**src/rtl/hazard_stall_ctrl.sv**
```systemverilog
// Pipeline hazard/stall controller: load-use, branch-compare and mult/div
// interlocks, a small mult/div sequencer and a saturating stall counter.

module hazard_src_match (
    input  logic [4:0] src_addr,
    input  logic       src_use,
    input  logic [4:0] e_rd,
    input  logic [4:0] m_rd,
    output logic       e_hit,
    output logic       m_hit
);
    // r0 is hard-wired zero, so it never creates a dependency
    assign e_hit = src_use && (e_rd != 5'd0) && (e_rd == src_addr);
    assign m_hit = src_use && (m_rd != 5'd0) && (m_rd == src_addr);
endmodule

module hazard_stall_ctrl #(
    parameter int MULT_CYC = 5,
    parameter int DIV_CYC  = 10,
    parameter int CNT_W    = 16
) (
    input  logic             clk,
    input  logic             rst,
    input  logic [4:0]       D_RsAddr,
    input  logic [4:0]       D_RtAddr,
    input  logic             D_UseRs,
    input  logic             D_UseRt,
    input  logic             D_Branch,
    input  logic             D_UsesMD,
    input  logic             E_WriteReg,
    input  logic             E_MemRead,
    input  logic [4:0]       E_RD,
    input  logic             M_MemRead,
    input  logic [4:0]       M_RD,
    input  logic             E_MDStart,
    input  logic             E_MDIsDiv,
    input  logic             StallClr,
    output logic             PC_En,
    output logic             D_En,
    output logic             E_Flush,
    output logic             MD_Busy,
    output logic             MD_Done,
    output logic [CNT_W-1:0] StallCnt
);
    localparam int NUM_SRC = 2;

    localparam logic [1:0] IDLE = 2'd0;
    localparam logic [1:0] BUSY = 2'd1;
    localparam logic [1:0] DONE = 2'd2;

    localparam logic [7:0] MULT_LD = 8'(MULT_CYC - 1);
    localparam logic [7:0] DIV_LD  = 8'(DIV_CYC - 1);

    typedef struct packed {
        logic [4:0] addr;
        logic       use_src;
    } src_req_t;

    src_req_t [NUM_SRC-1:0] src_req;
    logic     [NUM_SRC-1:0] e_hit;
    logic     [NUM_SRC-1:0] m_hit;

    logic [1:0]       md_state, md_state_nxt;
    logic [7:0]       cnt, cnt_nxt;
    logic [CNT_W-1:0] stall_cnt;
    logic             ld_stall, br_stall, md_stall, stall;

    assign src_req[0] = '{addr: D_RsAddr, use_src: D_UseRs};
    assign src_req[1] = '{addr: D_RtAddr, use_src: D_UseRt};

    genvar g;
    generate
        for (g = 0; g < NUM_SRC; g++) begin : g_src
            hazard_src_match u_match (
                .src_addr (src_req[g].addr),
                .src_use  (src_req[g].use_src),
                .e_rd     (E_RD),
                .m_rd     (M_RD),
                .e_hit    (e_hit[g]),
                .m_hit    (m_hit[g])
            );
        end
    endgenerate

    assign ld_stall = E_MemRead && (|e_hit);
    assign br_stall = D_Branch && ((E_WriteReg && (|e_hit)) || (M_MemRead && (|m_hit)));
    assign md_stall = D_UsesMD && ((md_state == BUSY) || E_MDStart);
    assign stall    = ld_stall || br_stall || md_stall;

    // Hold the front end frozen with a bubble in E for as long as reset is low
    assign PC_En   = rst && !stall;
    assign D_En    = rst && !stall;
    assign E_Flush = !rst || stall;

    assign MD_Busy  = (md_state == BUSY);
    assign MD_Done  = (md_state == DONE);
    assign StallCnt = stall_cnt;

    always_comb begin
        md_state_nxt = md_state;
        cnt_nxt      = cnt;
        case (md_state)
            IDLE, DONE: begin
                if (E_MDStart) begin
                    md_state_nxt = BUSY;
                    cnt_nxt      = E_MDIsDiv ? DIV_LD : MULT_LD;
                end else begin
                    md_state_nxt = IDLE;
                end
            end
            BUSY: begin
                // a second start while running is dropped, not queued
                if (cnt != 8'd0) cnt_nxt = cnt - 8'd1;
                else             md_state_nxt = DONE;
            end
            default: md_state_nxt = IDLE;
        endcase
    end

    always_ff @(posedge clk or negedge rst) begin
        if (!rst) begin
            md_state <= IDLE;
            cnt      <= 8'd0;
        end else begin
            md_state <= md_state_nxt;
            cnt      <= cnt_nxt;
        end
    end

    always_ff @(posedge clk or negedge rst) begin
        if (!rst)                  stall_cnt <= '0;
        else if (StallClr)         stall_cnt <= '0;
        else if (stall && !(&stall_cnt)) stall_cnt <= stall_cnt + 1'b1;
    end
endmodule

```
**config.mk**
```make
export PLATFORM = sky130hd
export DESIGN_NAME = hazard_stall_ctrl
export DESIGN_NICKNAME = d
export VERILOG_FILES = /design/src/rtl/hazard_stall_ctrl.sv
export SDC_FILE = /design/constraint.sdc
export NUM_CORES = 1
export LEC_CHECK = 0
export ABC_AREA = 0
export BUFFER_PORTS_ARGS = -buffer_cell sky130_fd_sc_hd__clkbuf_2
export CORE_MARGIN = 2
export CORE_UTILIZATION = 42
export DETAILED_ROUTE_END_ITERATION = 10
export PLACE_DENSITY_LB_ADDON = 0.3
export SLEW_MARGIN = 0
export SYNTH_ARGS = -nofsm -noshare
export SYNTH_HDL_FRONTEND = slang
export SYNTH_SLANG_ARGS = --single-unit
```
**constraint.sdc**
```tcl
create_clock -name clk -period 2.3 [get_ports clk]
set_input_delay 0.46 -clock clk [delete_from_list [all_inputs] [get_ports clk]]
set_output_delay 0.46 -clock clk [all_outputs]
set_load 0.05 [all_outputs]
```
# Word level (Yosys, flattened, before mapping)
# Index checks and enable logic that the tools add are counted.
# totals
inputBits	32
word_cells	57
regBits	26
output_inout_bits	21
# classes
reduce_logical	34
n_eq_ne	9
n_mux	9
add_sub_neg	2
# ops
operator	n
two-way mux 16 bit	2
== test 5 bit	4
adder 16 x 1 -> 16 bit, second input constant	1
two-way mux 8 bit	2
one-hot mux 8 bit (2 select lines)	1
AND reduction 16 bit	1
logical AND 1 bit	15
nonzero test 5 bit	2
nonzero test 8 bit	1
subtractor 8 x 1 -> 8 bit, second input constant	1
OR reduction 2 bit	3
logical OR 1 bit	5
two-way mux 4 bit	1
!= test 2 bit, second input constant	2
one-hot mux 2 bit (2 select lines)	1
nonzero test 2 bit	2
zero test 1 bit	3
AND reduction 3 bit	1
== test 2 x 1 -> 1 bit, second input constant	1
== test 2 bit, second input constant	1
zero test 2 bit	1
two-way mux 2 bit	1
!= test 2 x 1 -> 1 bit, second input constant	1
two-way mux 1 bit	1

# Longest topological paths before layout
# depth
ltp_word	12
ltp_mapped	9
mapped_depth_nobuf	7

# Hierarchy
# Synthesis repeated with hierarchy kept, for this count alone.
# hier_totals
hier_cells	202
hier_area_um2	1836.8
# by_module_without_submodules
module	seq_area_each_um2	cells_per_inst	instances	area_per_inst_um2
hazard_stall_ctrl	650.6	162	1	1561.5
hazard_src_match	0.0	20	2	137.6

# Worst setup path before layout
# Ideal clock, no wire load.
# synth_timing
path_kind	input to output
start	input port E_RD[0]
end	output port PC_En
slack_ns	-0.966
n_path_buf	3
cell_stages	8
t_arrival_ns	2.806
t_required_ns	1.840
path_cell_list	or4_1 o21ai_0 o221a_4 buf_6 buf_2 nand2_1 inv_1 buf_4
# synth_between
elab_chain_cells	11
word_cells_on_any_way	16
cone_classes	2 x eq/ne; 14 x reduce/logical
# synth_rtl
item	line	text
start, declared	32	input logic [4:0] E_RD,
nonzero test 5 bit	13	assign e_hit = src_use && (e_rd != 5'd0) && (e_rd == src_addr);
logical AND 1 bit (2 in a row)	13	
OR reduction 2 bit *	85, 86	
logical AND 1 bit	86	assign br_stall = D_Branch && ((E_WriteReg && (|e_hit)) || (M_MemRead && (|m_hit)));
logical OR 1 bit	86	
logical AND 1 bit	86	
logical OR 1 bit * (2 in a row)	88	assign stall = ld_stall || br_stall || md_stall;
zero test 1 bit *	n/a	
logical AND 1 bit *	n/a	
end, declared	38	output logic PC_En,
# Every way passes the cells marked *; elsewhere a longest branch is shown, timed or not.

# Worst setup path in the final report
# layout_timing
start	input port M_RD[3]
end	output port D_En
# layout_between
elab_chain_cells	11
word_cells_on_any_way	15
cone_classes	2 x eq/ne; 13 x reduce/logical
# layout_rtl
item	line	text
start, declared	34	input logic [4:0] M_RD,
nonzero test 5 bit	14	assign m_hit = src_use && (m_rd != 5'd0) && (m_rd == src_addr);
logical AND 1 bit (2 in a row)	14	
OR reduction 2 bit *	86	
logical AND 1 bit *	86	
logical OR 1 bit *	86	
logical AND 1 bit *	86	
logical OR 1 bit * (2 in a row)	88	
zero test 1 bit *	92	assign D_En = rst && !stall;
logical AND 1 bit *	92	
end, declared	39	output logic D_En,
# Marked as above.

==> results.md <==
- Crit start category: input pin
- Final setup vio count: 4
- DRT Wirelength: around 4100 um
- Max Slew Vio Count: 0
- Most instantiated cells after synthesis: dfrtp_1, a21oi_1, xor2_1
- H-tree depth: 1
- Synth Register Bits: 26
- Gr usage total: approximately a fifth
- Clock group share of total power: a little under a quarter
- Total power divided by cell area: 697 nW/um2
- Largest stage delay, worst path: around 520 ps
- Dpl cell area: approximately 2200 um2
- First-pass GRT wire length: 7290 um
- Core Util, Final: around three fifths
- Largest net degree at the start of global routing: 27
- Grt total ovfl: 0
- Setup CP Type: input pin to primary output
- Hold_buf cts: 0
- Final non-filler cell area: between 2000 and 2500 um2
- Period minus WS final: ~2400 ps
- Die Span Y: approximately 68 um
- DIE WIDTH: 68.2 um
- VDD IR max: roughly 0.00086 V
- Seq/Total Area, Yosys: 37.6%
- CP max-delay cell: or4_4
- Num Clock Sinks: 26
- HPWL after DPL: about 3100 um
- Failing checks: negative setup slack
- Pre-CTS setup slack: -265 ps
- Placer Congestion: just under 0.9
- Final hold violations: 0
- Net Switching: around 600 uW
- Slew margin rel.: roughly 74%
- Comb power frac: between 40% and 50%
- Yosys warning count: 0
- GR Layer Usage met3: between 4 and 5%
- Num CTS Buffers: 3
- Syn Inst Count: between 150 and 200
- TritonCTS clock tree: built
- Row count: 23
- Most common cell in the netlist: dfrtp_1
- Leak: 0.00107 uW
- Core area: 3970 um2
- Final WS setup: -129 ps
- Met1 Usage GRT: between 20% and 30%
- Share of layout cells above drive strength 1: about a third
- Max_cap viols: 0
- Worst Hold Class: input pin to asynchronous set/reset pin
- Mapped cell area: about 1700 um2
- Actual slew at the worst max-slew pin: ~400 ps
- Met2 Use GR: between 30% and 40%
- Remaining antenna violation count: 0
- Diode count: 0
- Syn_nets: 225
- Post-synth EDFFs: 0
- WHS: 272 ps
- Final clock skew: 15.5 ps
- 1st-iter DRT viols: between 100 and 150
- Status: finished with violations
- Yosys top cell area share: 37.6%
- Number of port buffers: 52
- Clock slew at reported path FFs: about 100 ps
- Critical Path End Type: primary output
- FMAX: roughly 400 MHz
- Vias: ~1.7k
- Ranking of synthesized cells by area: dfrtp_1, xor2_1, or4_1
- First-pass DRT Iterations: 4
- WP data arrival: 1970 ps
- CP Cell Sequence: buf_6, or4_4, o211ai_1, o221a_4, nand2_8, clkinvlp_4, clkbuf_16
- Root Driver: clkbuf_8
- Pint: between 1000 and 1500 uW
- CP max FO: 2
- Most used DFF post-synth: dfrtp_1
- # IOs: 53
- Clk_lat worst skew: roughly 280 ps
- Async SR Flop Fraction: 100%
- Initial core utilization: between 40% and 50%
- Busiest grt layer: met2
- R2r startpoint: cnt[4]
- Initial antenna violation count: 0
- RSZ-0062 raised after global routing: yes
- Number of global-route vias before repair: 1,679
- Syn_area_per_cell: between 9 and 10 um2
- DRC violations left: 0
- Number of library cell types mapped by synthesis: 40
- Clk buf depth: 2
- Switching Fraction: a little over a third
- Crit path from: M_RD[3]
- NumNets Final: about 300
- Die area: around 4600 um2
- Area growth, synth to finish: 37.5%
- Fill count: ~350
- Synth area leader: dfrtp_1
- Routed vias/inst: about 5.4
- WP data required: approximately 1800 ps
- Final Cycle Share: 106%
- Seq pwr share: between 30% and 40%
- DR WL/cell: 13.3 um
==> timing repair <==
action,CTS,global route
pin swaps,3,2
buffers inserted,0,2
gates resized for setup,9,6
cloned,0,0
endpoints found under the setup margin,3,15
==> power by group through the flow <==
stage / sequential, uW / combinational, uW / clock (uW)
finish: 603 / 673 / 382
global route: 615 / 754 / 414
global placement: 608 / 623 / 0
CTS: 602 / 660 / 394
detailed placement: 609 / 640 / 0
floorplan: 614 / 437 / 0
==> flip-flops by register name (all words and copies together) (netlist names) <==
signal / flops
StallCnt: 16
cnt: 8
md_state: 2
==> layout make-up <==
type / count / area [um2] / share of cell area [%]
repair buffers: 75 / 517 / 21.7
well taps: 50 / 62.6 / 2.63
clock inverters: 1 / 30.0 / 1.26
flip-flops and latches: 26 / 652 / 27.4
multi-input cells: 152 / 1060 / 44.5
clock buffers: 3 / 41.3 / 1.74
inverters: 4 / 18.8 / 0.789
==> critical path, delay by kind of cell <==
family	cells	cell delay [ps]
AOI/OAI and AO/OA	2	580
and+or+nand+nor	2	570
buffers and inverters	3	340
==> worst paths after layout <==
kind                       slack [ps]           end  cells after the start
max                              -130          D_En                      7
min                               270   StallCnt[4]                      2
max reg2reg                       140        cnt[7]                      7
min reg2reg                       550        cnt[6]                      2
max in group asynchronous        1750  StallCnt[13]                      2
min in group clk                  500        cnt[0]                      3
==> metal layers <==
| layer | wire [um] | up-vias |
|---|---|---|
| li1 | - | 853 |
| met1 | 1870 | 784 |
| met2 | 2050 | 41 |
| met3 | 186 | 4 |
| met4 | 19 | 0 |
| met5 | 0 | - |
==> through the flow <==
stage	std cells	total power [uW]	setup TNS (ps)
6_report	311	1660	-335
3_3_place_gp	305	1230	-2440
4_1_cts	309	1660	-317
3_5_place_dp	305	1250	-2910
2_1_floorplan	190	1050	-610
5_1_grt	311	1780	-951
==> placed cells by master (no fill, tap or decap), types with 3 or more instances in the layout <==
cell type  netlist  final
a21oi_1         18     18
clkbuf_8         0      3
dfrtp_1         26     25
or3_1            3      3
o31ai_1          9      9
nand2_1         13     12
and3_1           3      3
o21ai_0          7      6
nor4_1           5      3
xor2_1          16     16
ha_1             3      3
nor2_1          11     11
nor2b_1          4      4
nand2b_1         6      5
nand3_1          8      8
nor4_2           1      3
buf_4            1     21
or4_1           13     12
clkbuf_2         0     47
inv_1            4      3
xnor2_1          8      8
==> kinds of logic after synthesis <==
group	share of synthesized area (%)
DFF	37.6
xor gates and xnor gates	12.1
muxes	1.88
adders and majority gates	2.17
buffers and inverters	3.54
and+or+nand+nor	25.7
AOI/OAI and AO/OA	16.9
No activity file was read; power rests on OpenSTA's default activity.
